`src/rtl/eq_pkg.sv`:
```
// Shared constants and types for the equalizer pot path.
package eq_pkg;
    localparam int POT_W       = 12;
    localparam int ADC_FRAME_W = 16;
    localparam int MAX_ADC_CH  = 8;

    typedef enum logic [2:0] {
        IDLE,
        FRONT,
        SHIFT,
        BACK,
        GAP
    } adc_state_t;

    typedef logic [POT_W-1:0] pot_t;
endpackage

```
`src/rtl/spi_frame_master.sv`:
```
// Mode-3 SPI master moving one 16-bit frame per pass, with chip-select
// framing and an inter-frame gap.
module spi_frame_master
    import eq_pkg::*;
#(
    parameter int SCLK_DIV = 32,
    parameter int GAP_LEN  = 32
) (
    input  logic                   clk,
    input  logic                   rst_n,
    input  logic                   start,
    input  logic [ADC_FRAME_W-1:0] tx_word,
    output logic [ADC_FRAME_W-1:0] rx_word,
    output logic                   done,
    output logic                   SS_n,
    output logic                   SCLK,
    output logic                   MOSI,
    input  logic                   MISO
);
    localparam int         HALF   = SCLK_DIV / 2;
    localparam logic [15:0] C_HALF = 16'(HALF - 1);
    localparam logic [15:0] C_DIV  = 16'(SCLK_DIV - 1);
    localparam logic [15:0] C_GAP  = 16'(GAP_LEN - 1);

    adc_state_t r_state, w_state_nx;
    logic [15:0] r_cnt, w_cnt_nx;
    logic [3:0]  r_bit, w_bit_nx;
    logic [ADC_FRAME_W-1:0] r_tx, r_rx;
    logic r_ss_n, r_sclk, r_done;
    logic w_load, w_fall, w_rise, w_end;

    always_comb begin
        w_state_nx = r_state;
        w_cnt_nx   = r_cnt + 16'd1;
        w_bit_nx   = r_bit;
        unique case (r_state)
            IDLE: begin
                w_cnt_nx = '0;
                if (start) w_state_nx = FRONT;
            end
            FRONT: if (r_cnt == C_HALF) begin
                w_state_nx = SHIFT;
                w_cnt_nx   = '0;
                w_bit_nx   = '0;
            end
            SHIFT: if (r_cnt == C_DIV) begin
                w_cnt_nx = '0;
                if (r_bit == 4'd15) w_state_nx = BACK;
                else w_bit_nx = r_bit + 4'd1;
            end
            BACK: if (r_cnt == C_HALF) begin
                w_state_nx = GAP;
                w_cnt_nx   = '0;
            end
            GAP: if (r_cnt == C_GAP) begin
                w_cnt_nx   = '0;
                w_state_nx = start ? FRONT : IDLE;
            end
            default: begin
                w_state_nx = IDLE;
                w_cnt_nx   = '0;
            end
        endcase
    end

    // Events are decoded one clk ahead so the pins come straight from flops.
    assign w_load = (w_state_nx == FRONT) && (r_state != FRONT);
    assign w_fall = (r_state == SHIFT) && (r_cnt == C_DIV) &&
                    (r_bit != 4'd15);
    assign w_rise = (r_state == SHIFT) && (r_cnt == C_HALF);
    assign w_end  = (r_state == BACK) && (w_state_nx == GAP);

    always_ff @(posedge clk or negedge rst_n) begin
        if (!rst_n) begin
            r_state <= IDLE;
            r_cnt   <= '0;
            r_bit   <= '0;
            r_tx    <= '0;
            r_rx    <= '0;
            r_ss_n  <= 1'b1;
            r_sclk  <= 1'b1;
            r_done  <= 1'b0;
        end else begin
            r_state <= w_state_nx;
            r_cnt   <= w_cnt_nx;
            r_bit   <= w_bit_nx;
            r_ss_n  <= !(w_state_nx inside {FRONT, SHIFT, BACK});
            r_sclk  <= !((w_state_nx == SHIFT) &&
                         (w_cnt_nx < 16'(HALF)));
            r_done  <= w_end;
            if (w_load) r_tx <= tx_word;
            else if (w_fall) r_tx <= {r_tx[ADC_FRAME_W-2:0], 1'b0};
            else if (w_end) r_tx <= '0;
            if (w_rise) r_rx <= {r_rx[ADC_FRAME_W-2:0], MISO};
        end
    end

    assign SS_n    = r_ss_n;
    assign SCLK    = r_sclk;
    assign MOSI    = r_tx[ADC_FRAME_W-1];
    assign rx_word = r_rx;
    assign done    = r_done;
endmodule

```
`src/rtl/pot_adc_reader.sv`:
```
// Round-robin scanner for the slide-pot ADC; holds the latest 12-bit
// reading of every channel for the band gain stages.
module pot_adc_reader
    import eq_pkg::*;
#(
    parameter int NUM_CH   = 7,
    parameter int SCLK_DIV = 32,
    parameter int GAP      = 32
) (
    input  logic                    clk,
    input  logic                    rst_n,
    output logic                    SS_n,
    output logic                    SCLK,
    output logic                    MOSI,
    input  logic                    MISO,
    output logic [NUM_CH*POT_W-1:0] pots,
    output logic                    upd,
    output logic [2:0]              upd_ch,
    output logic                    all_valid
);
    localparam logic [2:0] LAST_CH = 3'(NUM_CH - 1);

    logic [ADC_FRAME_W-1:0] w_tx_word, w_rx_word;
    logic w_done, w_commit, w_unused;
    logic [2:0] r_addr, r_prev, w_addr_inc, w_tx_addr;
    logic r_primed, r_upd, r_all;
    logic [2:0] r_upd_ch;
    logic [MAX_ADC_CH-1:0] r_seen, w_seen_nx;

    assign w_addr_inc = (r_addr == LAST_CH) ? 3'd0 : r_addr + 3'd1;
    // With a 1-clk gap the next frame loads while done is still high.
    assign w_tx_addr  = w_done ? w_addr_inc : r_addr;
    assign w_tx_word  = {2'b00, w_tx_addr, 11'b0};
    assign w_commit   = w_done && r_primed;
    assign w_seen_nx  = r_seen | (MAX_ADC_CH'(1) << r_prev);
    assign w_unused   = ^w_rx_word[ADC_FRAME_W-1:POT_W];

    spi_frame_master #(
        .SCLK_DIV(SCLK_DIV),
        .GAP_LEN (GAP)
    ) u_spi (
        .clk    (clk),
        .rst_n  (rst_n),
        .start  (1'b1),
        .tx_word(w_tx_word),
        .rx_word(w_rx_word),
        .done   (w_done),
        .SS_n   (SS_n),
        .SCLK   (SCLK),
        .MOSI   (MOSI),
        .MISO   (MISO)
    );

    always_ff @(posedge clk or negedge rst_n) begin
        if (!rst_n) begin
            r_addr   <= '0;
            r_prev   <= '0;
            r_primed <= 1'b0;
            r_upd    <= 1'b0;
            r_upd_ch <= '0;
            r_seen   <= '0;
            r_all    <= 1'b0;
        end else begin
            r_upd <= 1'b0;
            if (w_done) begin
                r_addr   <= w_addr_inc;
                r_prev   <= r_addr;
                r_primed <= 1'b1;
            end
            if (w_commit) begin
                r_upd    <= 1'b1;
                r_upd_ch <= r_prev;
                r_seen   <= w_seen_nx;
                r_all    <= r_all | (&w_seen_nx[NUM_CH-1:0]);
            end
        end
    end

    for (genvar c = 0; c < NUM_CH; c++) begin : g_ch
        pot_t r_pot;
        always_ff @(posedge clk or negedge rst_n) begin
            if (!rst_n) r_pot <= '0;
            else if (w_commit && (r_prev == 3'(c)))
                r_pot <= w_rx_word[POT_W-1:0];
        end
        assign pots[c*POT_W +: POT_W] = r_pot;
    end

    assign upd       = r_upd;
    assign upd_ch    = r_upd_ch;
    assign all_valid = r_all;
endmodule

```
`config.mk`:
```
export PLATFORM = sky130hd
export DESIGN_NAME = pot_adc_reader
export DESIGN_NICKNAME = d
export VERILOG_FILES = /design/src/rtl/eq_pkg.sv /design/src/rtl/spi_frame_master.sv /design/src/rtl/pot_adc_reader.sv
export SDC_FILE = /design/constraint.sdc
export NUM_CORES = 1
export LEC_CHECK = 0
export ABC_CLOCK_PERIOD_IN_PS = 3000
export BUFFER_PORTS_ARGS = -buffer_cell sky130_fd_sc_hd__buf_2
export CAP_MARGIN = 20
export CORE_UTILIZATION = 56
export CTS_CLUSTER_SIZE = 12
export DETAILED_ROUTE_END_ITERATION = 7
export PLACE_DENSITY = 0.79
export SYNTH_ARGS = -nofsm -noshare
export SYNTH_HDL_FRONTEND = slang
export SYNTH_SLANG_ARGS = --single-unit
export TNS_END_PERCENT = 20
```
`constraint.sdc`:
```
create_clock -name clk -period 3 [get_ports clk]
set_input_delay 0 -clock clk [delete_from_list [all_inputs] [get_ports clk]]
set_output_delay 0 -clock clk [all_outputs]
set_load 0.02 [all_outputs]
```
# Word-level counts from Yosys, hierarchy flattened

Index checks and enable logic that the tools add are counted.

Bits in registers: 158
Input bits: 3
Output and inout port bits: 92
Logic and storage cells: 96

$add $sub $neg: 3
Magnitude comparators: 1
Shifts and indexed selects: 1
Eq/ne operators: 23
Bitwise gates (word level): 2
Reductions and logical operators: 25
Mux-type cells: 19

Operators by type and width:

| kind                  | number |
|---|---|
| $mux 16               | 5 |
| $pmux 16 s2           | 1 |
| $mux 3                | 7 |
| $eq 3x2->1 const B    | 6 |
| $eq 3x3->1 const B    | 6 |
| $add 16x1->16 const B | 1 |
| $eq 16x4->1 const B   | 1 |
| $eq 16x5->1 const B   | 1 |
| $lt 16x5->1 const B   | 1 |
| $pmux 3 s5            | 1 |
| $logic_and 1x1->1     | 14 |
| $mux 4                | 3 |
| $eq 3x1->1 const B    | 3 |
| $or 8x8->8            | 1 |
| $pmux 4 s2            | 1 |
| $shl 1x3->8 const A   | 1 |
| $reduce_and 7->1      | 1 |
| $logic_not 3->1       | 2 |
| $reduce_bool 3->1     | 2 |
| $add 4x1->4 const B   | 1 |
| $eq 4x4->1 const B    | 1 |
| $ne 2x1->1 const B    | 2 |
| $ne 4x4->1 const B    | 1 |
| $reduce_and 4->1      | 1 |
| other kinds (8)       | 10 |

# Logic depth before layout (Yosys ltp)

Word-level depth: 9
Depth in mapped cells: 8
Gate-level depth less buffers: 7

# By module

From an unflattened synthesis, not the netlist that was laid out.

Cell total of the unflattened synthesis: 515
Area total of the unflattened synthesis: 6,926.6 sq um

Modules (own cells, without submodules):

| module           | area each (sq um) | cells each | instances | sequential area each (sq um) |
|---|---|---|---|---|
| pot_adc_reader   | 4,025.1           | 258        | 1         | 2,577.5 |
| spi_frame_master | 2,901.5           | 257        | 1         | 1,453.9 |

# Worst setup path before layout

Ideal clock, no wire load.

Kind: reg-to-reg
From: register u_spi.r_cnt[0]
To: register u_spi.r_sclk, in the netlist u_spi.SCLK
Buffers on the path: 0
Period minus slack after synthesis: 2,343 ps
Arrival time: 2,258 ps
Required time: 2,914 ps
Stages on the path, launching flop included: 8
Setup slack: 657 ps
Library setup time: 86 ps
Cell sequence: dfrtp_1 > ha_1 > nand2_1 > nor4_1 > mux2i_1 > nand3b_1 > or4b_1 > a2111o_1

Word-level cells in the longest chain between the ends: 6
Elaborated cells on any way between the ends: 15
Classes of those cells: add/sub: 1; order compare: 1; eq/ne: 3; mux: 8; reduce/logical: 2

RTL lines:

| element                                          | line                                           | RTL |
|---|---|---|
| start: declaration                               | spi_frame_master.sv:26                         | `logic [15:0] r_cnt, w_cnt_nx;` |
| start signal: assignment                         | spi_frame_master.sv:85                         | `r_cnt <= w_cnt_nx;` |
| $add 16x1->16 (tied with other cells)            | spi_frame_master.sv:34                         | `w_cnt_nx = r_cnt + 16'd1;` |
| $mux 16 (tied with other cells)                  | spi_frame_master.sv:46, spi_frame_master.sv:55 |  |
| $pmux 16 s2 / $pmux 3 s5 (equally long branches) | spi_frame_master.sv:36                         | `unique case (r_state)` |
| $lt 16x5->1 / $eq 3x2->1 (equally long branches) | spi_frame_master.sv:89, spi_frame_master.sv:88 |  |
| $logic_and 1x1->1 *                              | spi_frame_master.sv:88                         | `r_sclk <= !((w_state_nx == SHIFT) &&` |
| $logic_not 1->1 *                                | spi_frame_master.sv:88                         |  |
| end signal: assignment                           | spi_frame_master.sv:88                         |  |
| end: declaration                                 | spi_frame_master.sv:29                         | `logic r_ss_n, r_sclk, r_done;` |

Mark *: on every way between the ends. The rest lies on a longest branch, timed or not.
A chain may end at the register's enable or synchronous reset.

# Final worst setup path

Ends and elaborated chain as after synthesis.

==> metrics.yaml <==
run_status:
  outcome: "finished clean"
sta:
  fmax_ghz: 0.3764
  period_share: 0.8857
  slew_viol_final: 0
  report.final.hold_viol_count: 0
  min_period_ns: 2.657
  finalSetupViolCount: 0
  max-slew-margin-rel: 0.3948
  skew_ns: 0.009404
  tightest_slew_ns: 0.9078
  setup_ws_ns: 0.3429
  fin_setup_tns_ns: 0
  rsz0062_at_grt: "no"
placed_design:
  io_buffers: 94
  gp_congestion: 0.9865
  post-place-ws_ns: 0.4172
  dp_hpwl_microns: 8054
  place_inst: 678
final_layout:
  drive_gt1_frac: 0.4375
  fillerInstances: 709
  area_delta_synth_final_pct: 20.58
  n_antenna_cell: 0
  nNetsFinal: 568
  fin_cells: 712
worst_setup_path:
  rr_worst_depth: 7
  startpoint_type: "flip-flop"
  end_kind: "flip-flop"
  critPathArrivalTime_ns: 3.08
  cp.required_ns: 3.43
  cp_max_fo: 5
  worstSetupPathType: "flip-flop to flip-flop"
clocking:
  cts_resized: 0
  clock_latency_ns: 0.51
  path_clk_slew_ns: 0.06
  htree_levels: 4
  clock-sinks: 146
  ctsRootBufferMaster: "clkbuf_8"
  cts_tree: "yes"
  clock_path_buffers: 2
  cts_made_buffers: 17
power_and_ir_drop:
  power.density_mw_per_mm2: 566.2
  leakage_nw: 3.907
  max-vdd-ir-drop_v: 0.0004335
route:
  wl_microns: 12970
  drc: 0
  first_pass_iters: 5
  via_per_inst: 5.772
  routedWlPerCell_microns: 18.22
  ant_nets: 0
  route.vias.total: 4110
  drt-initial-drc-count: 240
logic_synthesis:
  netlist_area_sq_mm: 0.006036
  synth_top_area_cell: "dfrtp_1"
  mappedNetlistNets: 469
  avgSynthCellArea_sq_um: 13.01
  ys_types: 49
  synthMostInstantiatedCell: "dfrtp_1"
  seq_area_frac_synth: 0.6057
  ys.flop_type: "dfrtp_1"
  yosys.area.top_type_share: 0.5970
  yosysWarnings: 0
  synth_edf_count: 0
  ys_seq_elements: 146
  synthCells: 464
  synth_common_cells: "144 x dfrtp_1, 98 x mux2_2, 32 x nor2_1"
  yosys-top-cells-area: "dfrtp_1 60%, mux2_2 18%, nor2_1 2.0%, xnor2_1 1.7%, nand2_1 1.7%"
  async_flop_share: 1.000
global_route:
  first_global_vias: 4069
  grt_start_max_net_pins: 103
  antenna_found_initial: 0
  grt-ovfl-total: 0
  grt_pass1_wl_microns: 21420
  grt_usage: 0.2503
die:
  pin_count: 95
  dieArea_sq_mm: 0.01120
  start_util: 0.5820
  fp-row-count: 37
  die_x_microns: 105.8
  die_h_microns: 105.8
  core_sq_mm: 0.01037
run:
  cap_violations: 0
hold_path:
  min_path_type: "input port to asynchronous set/reset pin"
==> registers in the layout, summed over array words and instances (netlist names) <==
signal	flops
u_spi.rx_word	12
all_valid	1
r_seen	7
u_spi.r_state	3
upd	1
r_prev	3
u_spi.r_tx	5
u_spi.done	1
r_addr	3
r_primed	1
upd_ch	3
u_spi.r_cnt	16
u_spi.SS_n	1
u_spi.SCLK	1
u_spi.r_bit	4
g_ch.r_pot	84
==> metal layers <==
metal  up-vias  GRT usage  wire, microns
met1      2111     0.3347           5524
met4         0    0.08036            187
met3        19    0.05504            663
met2       156     0.4094           6595
met5         -          0              0
li1       1824          -              -
==> cells in the final DEF (no fill, tap or decap), types with 5 or more instances in the layout <==
cell / n
dfrtp_1: 144
mux2_2: 98
buf_2: 93
nor2_1: 32
nand2_1: 27
clkbuf_16: 16
o21ai_0: 15
xnor2_1: 12
nand3_1: 12
nor3_1: 11
xor2_1: 9
buf_4: 8
inv_1: 6
a21oi_1: 6
or2_2: 6
nor4_1: 5
inv_6: 5
==> logic make-up (layout without fill, tap and decap cells) <==
family	Yosys count	count (layout)	share of synthesized area
flip-flops	146	146	0.6057
adder cells (fa/ha/maj)	2	2	0.004145
buffers and inverters	31	143	0.02384
AND/OR/NAND/NOR	122	122	0.1034
AO/OA/AOI/OAI	43	43	0.04789
multiplexers	99	99	0.1845
XOR/XNOR	21	21	0.03047
==> metrics by stage <==
step	hold slack, ns	util	total power [mW]	instance area [sq um]
2_1_floorplan	-0.2956	-	2.008	6036
3_3_place_gp	0.1562	0.6426	2.051	6664
3_5_place_dp	0.1731	0.6426	2.053	6664
4_1_cts	0.1948	0.7019	4.152	7278
6_report	0.1665	0.7019	4.121	7278
5_1_grt	0.2411	0.7019	4.248	7278
==> final cells by class <==
cell class	count	area (sq um)	area share
Sequential cell	146	3656	0.5023
Clock inverter	14	166.4	0.02286
Inverter	6	22.52	0.003094
Tap cell	136	170.2	0.02338
Timing Repair Buffer	105	576.8	0.07925
Clock buffer	18	427.9	0.05879
Multi-Input combinational cell	287	2258	0.3103
==> report_power, final <==
group	internal (mW)	leakage [nW]	total, mW	switching [mW]
combinational	0.00664	1.60	0.0440	0.0374
clock	1.24	0.289	2.11	0.870
sequential	1.97	2.02	1.97	0.00193
total	3.21	3.91	4.12	0.909
==> critical path, cell delays in order, from the launching register on <==
cell and delay (ns):
dfrtp_1 0.41, ha_1 0.23, nand2_1 0.12, nor4_1 0.55, mux2i_1 0.25, nand3b_1 0.09, or4b_1 0.52, a2111o_1 0.41
==> path summary, 6_finish.rpt <==
kind | start | endpoint | slack (ns)
max | u_spi.r_cnt[0]$_DFF_PN0_ | u_spi.SCLK$_DFF_PN1_ | 0.34
max in group asynchronous | rst_n | g_ch[0].r_pot[4]$_DFFE_PN0P_ | 2.08
min reg2reg | r_seen[5]$_DFFE_PN0P_ | r_seen[5]$_DFFE_PN0P_ | 0.46
min | rst_n | u_spi.r_cnt[13]$_DFF_PN0_ | 0.17
max reg2reg | u_spi.r_cnt[0]$_DFF_PN0_ | u_spi.SCLK$_DFF_PN1_ | 0.34
min in group clk | MISO | u_spi.rx_word[0]$_DFFE_PN0P_ | 0.31
==> repair_timing <==
action	in CTS	in global routing
endpoints found under the hold margin	100	0
setup buffers	0	0
hold buffers	2	0
endpoints found under the setup margin	0	0
No activity file was read; power rests on OpenSTA's default activity.
